File: src/rtl/seq_pkg.sv
// Shared types and default parameters for the serial pattern transmitter.
package seq_pkg;

  localparam int unsigned WIDTH_DEF = 8;
  localparam int unsigned DIV_DEF   = 1;

  typedef enum logic [1:0] {
    IDLE = 2'd0,
    SEND = 2'd1,
    DONE = 2'd2
  } seq_state_e;

endpackage

File: src/rtl/edge_rise.sv
// Rising-edge detector for a level input synchronous to clk.
module edge_rise #(
  parameter logic RST_VAL = 1'b0
) (
  input  logic clk,
  input  logic rstn,
  input  logic din,
  output logic rise_c
);

  logic din_q;

  // A reset value of 1 forces the input to be seen low before a rise can count.
  always_ff @(posedge clk or negedge rstn) begin
    if (!rstn) din_q <= RST_VAL;
    else       din_q <= din;
  end

  assign rise_c = din & ~din_q;

endmodule

File: src/rtl/seq_serializer.sv
// MSB-first serial transmitter: latches a word on a start rise and shifts
// it out one bit per DIV clocks with valid, first-bit and per-bit strobes.
module seq_serializer
  import seq_pkg::*;
#(
  parameter int unsigned WIDTH = WIDTH_DEF,
  parameter int unsigned DIV   = DIV_DEF
) (
  input  logic             clk,
  input  logic             rstn,
  input  logic             start,
  input  logic [WIDTH-1:0] data,
  output logic             ser_out,
  output logic             ser_valid,
  output logic             bit_stb,
  output logic             sof,
  output logic             busy,
  output logic             done
);

  localparam int unsigned DCW = (DIV > 1) ? $clog2(DIV) : 1;
  localparam int unsigned BCW = $clog2(WIDTH);
  localparam logic [DCW-1:0] DIV_LAST = DCW'(DIV - 1);
  localparam logic [BCW-1:0] BIT_LAST = BCW'(WIDTH - 1);

  seq_state_e       state, state_d;
  logic [WIDTH-1:0] shreg, shreg_d;
  logic [BCW-1:0]   bit_cnt, bit_cnt_d;
  logic [DCW-1:0]   div_cnt, div_cnt_d;
  logic             ser_out_d, ser_valid_d, bit_stb_d, sof_d, done_d;
  logic             start_rise;

  edge_rise #(.RST_VAL(1'b1)) u_start_edge (
    .clk    (clk),
    .rstn   (rstn),
    .din    (start),
    .rise_c (start_rise)
  );

  // Next state, datapath and next output values; shreg[WIDTH-1] is the bit on the line.
  always_comb begin
    state_d     = state;
    shreg_d     = shreg;
    bit_cnt_d   = bit_cnt;
    div_cnt_d   = div_cnt;
    ser_out_d   = 1'b0;
    ser_valid_d = 1'b0;
    bit_stb_d   = 1'b0;
    sof_d       = 1'b0;
    done_d      = 1'b0;
    case (state)
      IDLE, DONE: begin
        if (start_rise) begin
          state_d     = SEND;
          shreg_d     = data;
          bit_cnt_d   = BIT_LAST;
          div_cnt_d   = '0;
          ser_out_d   = data[WIDTH-1];
          ser_valid_d = 1'b1;
          bit_stb_d   = 1'b1;
          sof_d       = 1'b1;
        end else begin
          state_d = IDLE;
        end
      end
      SEND: begin
        ser_valid_d = 1'b1;
        ser_out_d   = shreg[WIDTH-1];
        if (div_cnt == DIV_LAST) begin
          div_cnt_d = '0;
          if (bit_cnt == '0) begin
            state_d     = DONE;
            ser_valid_d = 1'b0;
            ser_out_d   = 1'b0;
            done_d      = 1'b1;
          end else begin
            shreg_d   = shreg << 1;
            bit_cnt_d = bit_cnt - BCW'(1);
            ser_out_d = shreg[WIDTH-2];
            bit_stb_d = 1'b1;
          end
        end else begin
          div_cnt_d = div_cnt + DCW'(1);
        end
      end
      default: state_d = IDLE;
    endcase
  end

  // State and datapath registers.
  always_ff @(posedge clk or negedge rstn) begin
    if (!rstn) begin
      state   <= IDLE;
      shreg   <= '0;
      bit_cnt <= '0;
      div_cnt <= '0;
    end else begin
      state   <= state_d;
      shreg   <= shreg_d;
      bit_cnt <= bit_cnt_d;
      div_cnt <= div_cnt_d;
    end
  end

  // Output registers.
  always_ff @(posedge clk or negedge rstn) begin
    if (!rstn) begin
      ser_out   <= 1'b0;
      ser_valid <= 1'b0;
      bit_stb   <= 1'b0;
      sof       <= 1'b0;
      done      <= 1'b0;
    end else begin
      ser_out   <= ser_out_d;
      ser_valid <= ser_valid_d;
      bit_stb   <= bit_stb_d;
      sof       <= sof_d;
      done      <= done_d;
    end
  end

  assign busy = ser_valid;

endmodule

File: config.mk
export PLATFORM = sky130hd
export DESIGN_NAME = seq_serializer
export DESIGN_NICKNAME = d
export VERILOG_FILES = /design/src/rtl/seq_pkg.sv /design/src/rtl/edge_rise.sv /design/src/rtl/seq_serializer.sv
export SDC_FILE = /design/constraint.sdc
export NUM_CORES = 1
export LEC_CHECK = 0
export ABC_AREA = 1
export BUFFER_PORTS_ARGS = -buffer_cell sky130_fd_sc_hd__buf_2
export CAP_MARGIN = 30
export CORE_MARGIN = 5
export CORE_UTILIZATION = 55
export CTS_CLUSTER_DIAMETER = 40
export DETAILED_ROUTE_END_ITERATION = 6
export PLACE_DENSITY = 0.9
export SLEW_MARGIN = 20
export SYNTH_ARGS = -nofsm -noshare
export SYNTH_HDL_FRONTEND = slang
export SYNTH_SLANG_ARGS = --single-unit
File: constraint.sdc
create_clock -name clk -period 1.7 [get_ports clk]
set_input_delay 0.255 -clock clk [delete_from_list [all_inputs] [get_ports clk]]
set_output_delay 0.255 -clock clk [all_outputs]
set_load 0.05 [all_outputs]
* After elaboration in Yosys (flattened, before gate mapping)
Index checks and enable logic that the tools add are counted.
** Operators by class
- Magnitude comparators :: 0
- Shift-type cells :: 0
- Divide/modulo/power cells :: 0
- Multipliers :: 0
- Add/subtract/negate cells :: 2
- Reduce and logical (&&, ||, !) cells :: 7
- Bitwise operators :: 2
- Multiplexer cells :: 29
- Eq/ne operators :: 6
** Operators with widths (number)
- 8-bit 2-to-1 mux :: 3
- 8-bit case mux with 2 select lines :: 1
- 1-bit 2-to-1 mux :: 14
- 3-bit 2-to-1 mux :: 3
- 2-bit != test (second input constant) :: 4
- 1-bit case mux with 2 select lines :: 4
- 3-bit case mux with 2 select lines :: 1
- 2-bit 2-to-1 mux :: 2
- 2-bit case mux with 2 select lines :: 1
- 2-bit AND reduction :: 2
- 4-bit AND reduction :: 1
- 3-bit logical NOT :: 1
- 3-bit by 1-bit subtractor with 3-bit output (second input constant) :: 1
- 2-bit by 1-bit equality test with 1-bit output (second input constant) :: 1
- 2-bit equality test (second input constant) :: 1
- 2-bit logical NOT :: 1
- 2-bit nonzero test :: 1
- 2-bit OR reduction :: 1
- 1-bit adder (second input constant) :: 1
- 1-bit bitwise AND :: 1
- 1-bit inverter :: 1
** Word-level totals
- Memories kept :: 0
- Flip-flop bits (word level) :: 20
- Latch bits :: 0
- Logic and storage cells :: 56
- RAM bits :: 0
- Memory bits (read-only) :: 0
- Input port bits :: 11

* Longest topological paths before layout
- Depth after elaboration :: 4
- Depth in mapped cells :: 7

* Cells and area by module
Synthesis repeated with hierarchy kept, for this count alone.
** Second synthesis, totals
- Cells, all modules :: 98
- Area, all modules :: 892.1 µm²
** By module, submodules not included
- seq_serializer :: seq. area each 400.4 µm², instances 1, area each 855.8 µm², cells an instance 95
- edge_rise :: seq. area each 26.3 µm², instances 1, area each 36.3 µm², cells an instance 3

* Least setup slack after synthesis
No wires, ideal clock.
- Path kind :: reg2out
- From :: reg bit_stb (netlist name)
- To :: out busy
- Arrival :: 905 ps
- Setup slack :: 540 ps
- Cell stages (with the launch flop) :: 2
- Required time :: 1445 ps
- Path buffers :: 1
- Cells stage by stage :: dfrtp_1 -> buf_4
** RTL lines
- end: declaration :: RTL line seq_serializer.sv:17 : output logic busy,

* Worst setup path after layout
- From :: reg state[0]
- To :: reg shreg[4]
** On the way
- Cells in the longest elaborated chain, start to end :: 4
** Ends and longest elaborated chain
- start: declaration :: RTL line seq_serializer.sv:26 : seq_state_e state, state_d;
- start signal: assignment :: RTL line seq_serializer.sv:98 : state <= state_d;
- 2-bit equality test / 2-bit logical NOT (equally long branches) :: RTL line seq_serializer.sv:51 : case (state)
- 2-bit OR reduction :: RTL line seq_serializer.sv:51
- 2-bit != test (no source line) / 2-bit nonzero test (equally long branches)
- 4-bit AND reduction (no source line)
- end signal: assignment :: RTL line seq_serializer.sv:99 : shreg <= shreg_d;
- end: declaration :: RTL line seq_serializer.sv:27 : logic [WIDTH-1:0] shreg, shreg_d;
Parallel ways exist; a longest one is shown, timed or not.
A chain may end at the register's enable or synchronous reset.

==> flow_summary.yaml <==
critical_path:
  timing.critical_path.mode_cell: "nand2_1"
  critPathArrivalTime_ns: 1.73
  crit_chain: "inv_2 -> nand3_1 -> nand2_2 -> nand2_1 -> nand2_1"
  worstSetupPathType: "reg2reg"
  cp_max_fo: 12
  critPathMaxStageDelay_ns: 0.50
  worst_setup_path_end_kind: "flop"
  crit_slowest_cell: "dfrtp_1"
  required_ns: 1.93
  crit_path_start_kind: "flop"
  ff2ff_setup_slack_ns: 0.20
floorplan:
  die_area_um2: 2360
  rows: 14
  core-area_um2: 1450
  io_pins: 17
  die_y_um: 48.5
  start_util: 0.562
  die_w_um: 48.5
synthesis:
  synth_top_area_frac: 0.490
  ys_seq_elements: 17
  ys.warnings.count: 0
  synth.distinct_cells: 13
  synth_cells: 97
  syn-cell-area_um2: 817
  synth_area_per_cell_um2: 8.42
  synth-seq-area-share: 0.522
  yosysTopAreaCell: "dfrtp_1"
  synth_fp_nets: 110
  synth.area.top_cells: "dfrtp_1 (49%), nand2_1 (17%), nand3_1 (13%)"
clock_network:
  clkLatencyLatePin_ns: 0.29
  cts_inserted_buffers: 3
  cts_tree: "built"
  cts_buffer_depth: 2
  cts_setup_buffers: 0
  htreeDepth: 1
  clkSlewWorstSetupHoldPaths_ns: 0.09
  root_buffer: "clkbuf_4"
  clock_sinks: 17
sta:
  hold_viol_final: 0
  slew_headroom: 0.692
  fin_crit_ns: 1.50
  grt_setup_unrepaired: "no"
  fin_worst_skew_ns: 0.00222
  fin_ws_ns: 0.201
  period_share: 0.882
  setup_violations: 0
  fmax_mhz: 667
  drv_slew: 0
  setup_tns_ns: 0
  tightest_slew_ns: 0.460
route:
  vias_per_cell: 5.28
  vias: 681
  drcViolationCount: 0
  drt_iter0_markers: 26
  wl_per_cell_um: 12.6
  drt_wl_total_um: 1630
  ant_nets: 0
  dr.pass1.iters: 4
finish:
  fillers: 130
  final-seq-area_um2: 427
  final_nets: 127
  layout_common_cells: "nand2_1 (38), nand3_1 (21), dfrtp_1 (16), buf_2 (16), inv_1 (6)"
  area.growth.synth_to_final_pct: 11.2
  final_common_cell: "nand2_1"
  multi_input_area_um2: 319
  drive_above_1_share: 0.221
  fin_cells: 129
  antenna_cells: 0
  finalInstanceArea_um2: 908
power:
  p_total_w: 0.00183
  irDropWorstVdd_mv: 0.989
  power_density_nw_per_um2: 2020
  leakagePower_nw: 0.527
run:
  cap_violations: 0
place:
  dp_hpwl_um: 1210
  dpl_cell_area_um2: 872
  gp_congestion: 0.856
  placedCellCount: 124
  pre_cts_slack_ns: 0.248
  io_buffers: 16
global_route:
  grt_pass1_vias: 636
  overflow: 0
  antenna_found_initial: 0
  gr-usage-all-layers: 0.144
  grt_pass1_wl_um: 2700
  grt_start_max_net_pins: 18
run_status:
  status: "finished, final reports clean"
min_path:
  hp-class: "in2reg"
-- metal layers --
metal	vias up	share of wire	GRT usage
met1	316	0.45	0.183
met4	0	0.0098	0.0538
li1	333	-	-
met5	-	0	0
met2	28	0.47	0.230
met3	4	0.066	0.0399
-- kinds of logic (layout without fill, tap and decap cells) --
kind of cell / count (synthesis) / in the layout / synth area share
flops: 17 / 17 / 0.522
buf+inv: 12 / 28 / 0.0873
simple gates: 66 / 66 / 0.360
fa+ha+maj: 2 / 2 / 0.0306
-- where the power goes --
part           total (W)  switching [W]  internal (W)  leakage, nW
sequential      0.000687       0.000118      0.000569        0.212
combinational   0.000932       0.000669      0.000263        0.300
clock           0.000212       0.000121     0.0000912       0.0150
total            0.00183       0.000908      0.000923        0.527
-- flip-flops by register name, summed over array words and instances (netlist names) --
| register | flops |
|---|---|
| bit_cnt | 3 |
| shreg | 7 |
| state | 2 |
| bit_stb | 1 |
| sof | 1 |
| done | 1 |
| u_start_edge.din_q | 1 |
| ser_out | 1 |
-- final cells by class --
class,count,share of cell area
clock buffer,4,0.0289
inverter,7,0.0289
multi-input combinational,68,0.351
sequential,17,0.470
tap,16,0.0220
timing repair buffer,17,0.0992
-- critical path, delay by kind of cell (launching register included) --
| family | cells | cell delay, ns |
|---|---|---|
| buffers and inverters | 1 | 0.13 |
| AND/OR/NAND/NOR | 4 | 0.81 |
| flip-flops | 1 | 0.50 |
-- worst paths after layout --
path                                        startpoint                            to  cells past startpoint
worst min register to register  bit_cnt[0]$_DFFE_PN0P_        bit_cnt[0]$_DFFE_PN0P_                      2
worst max-delay path              state[0]$_DFFE_PN0P_          shreg[4]$_DFFE_PN0P_                      5
worst min-delay path                             start  u_start_edge.din_q$_DFF_PN1_                      1
min in group asynchronous                         rstn        bit_cnt[1]$_DFFE_PN0P_                      2
max in group asynchronous                         rstn  u_start_edge.din_q$_DFF_PN1_                      2
worst max register to register    state[0]$_DFFE_PN0P_          shreg[4]$_DFFE_PN0P_                      5
-- through the flow --
| stage | hold slack [ns] | utilization |
|---|---|---|
| CTS | 0.0845 | 0.625 |
| detailed placement | 0.190 | 0.600 |
| global route | 0.0695 | 0.625 |
| global placement | 0.186 | 0.600 |
| finish | 0.0892 | 0.625 |
| floorplan | -0.0406 | - |
-- cells in the mapped netlist --
cell	count
ha_1	2
nand2_1	38
nand3_1	21
inv_2	1
nor2_4	1
nor2_1	3
buf_4	3
dfstp_2	1
nand2_2	2
dfrtp_1	16
buf_6	2
nand2_4	1
inv_1	6
-- timing repair --
item,4_1_cts,5_1_grt
hold endpoints to repair,16,0
resized for setup,0,0
hold buffers,1,0
No activity file was read; power rests on OpenSTA's default activity.
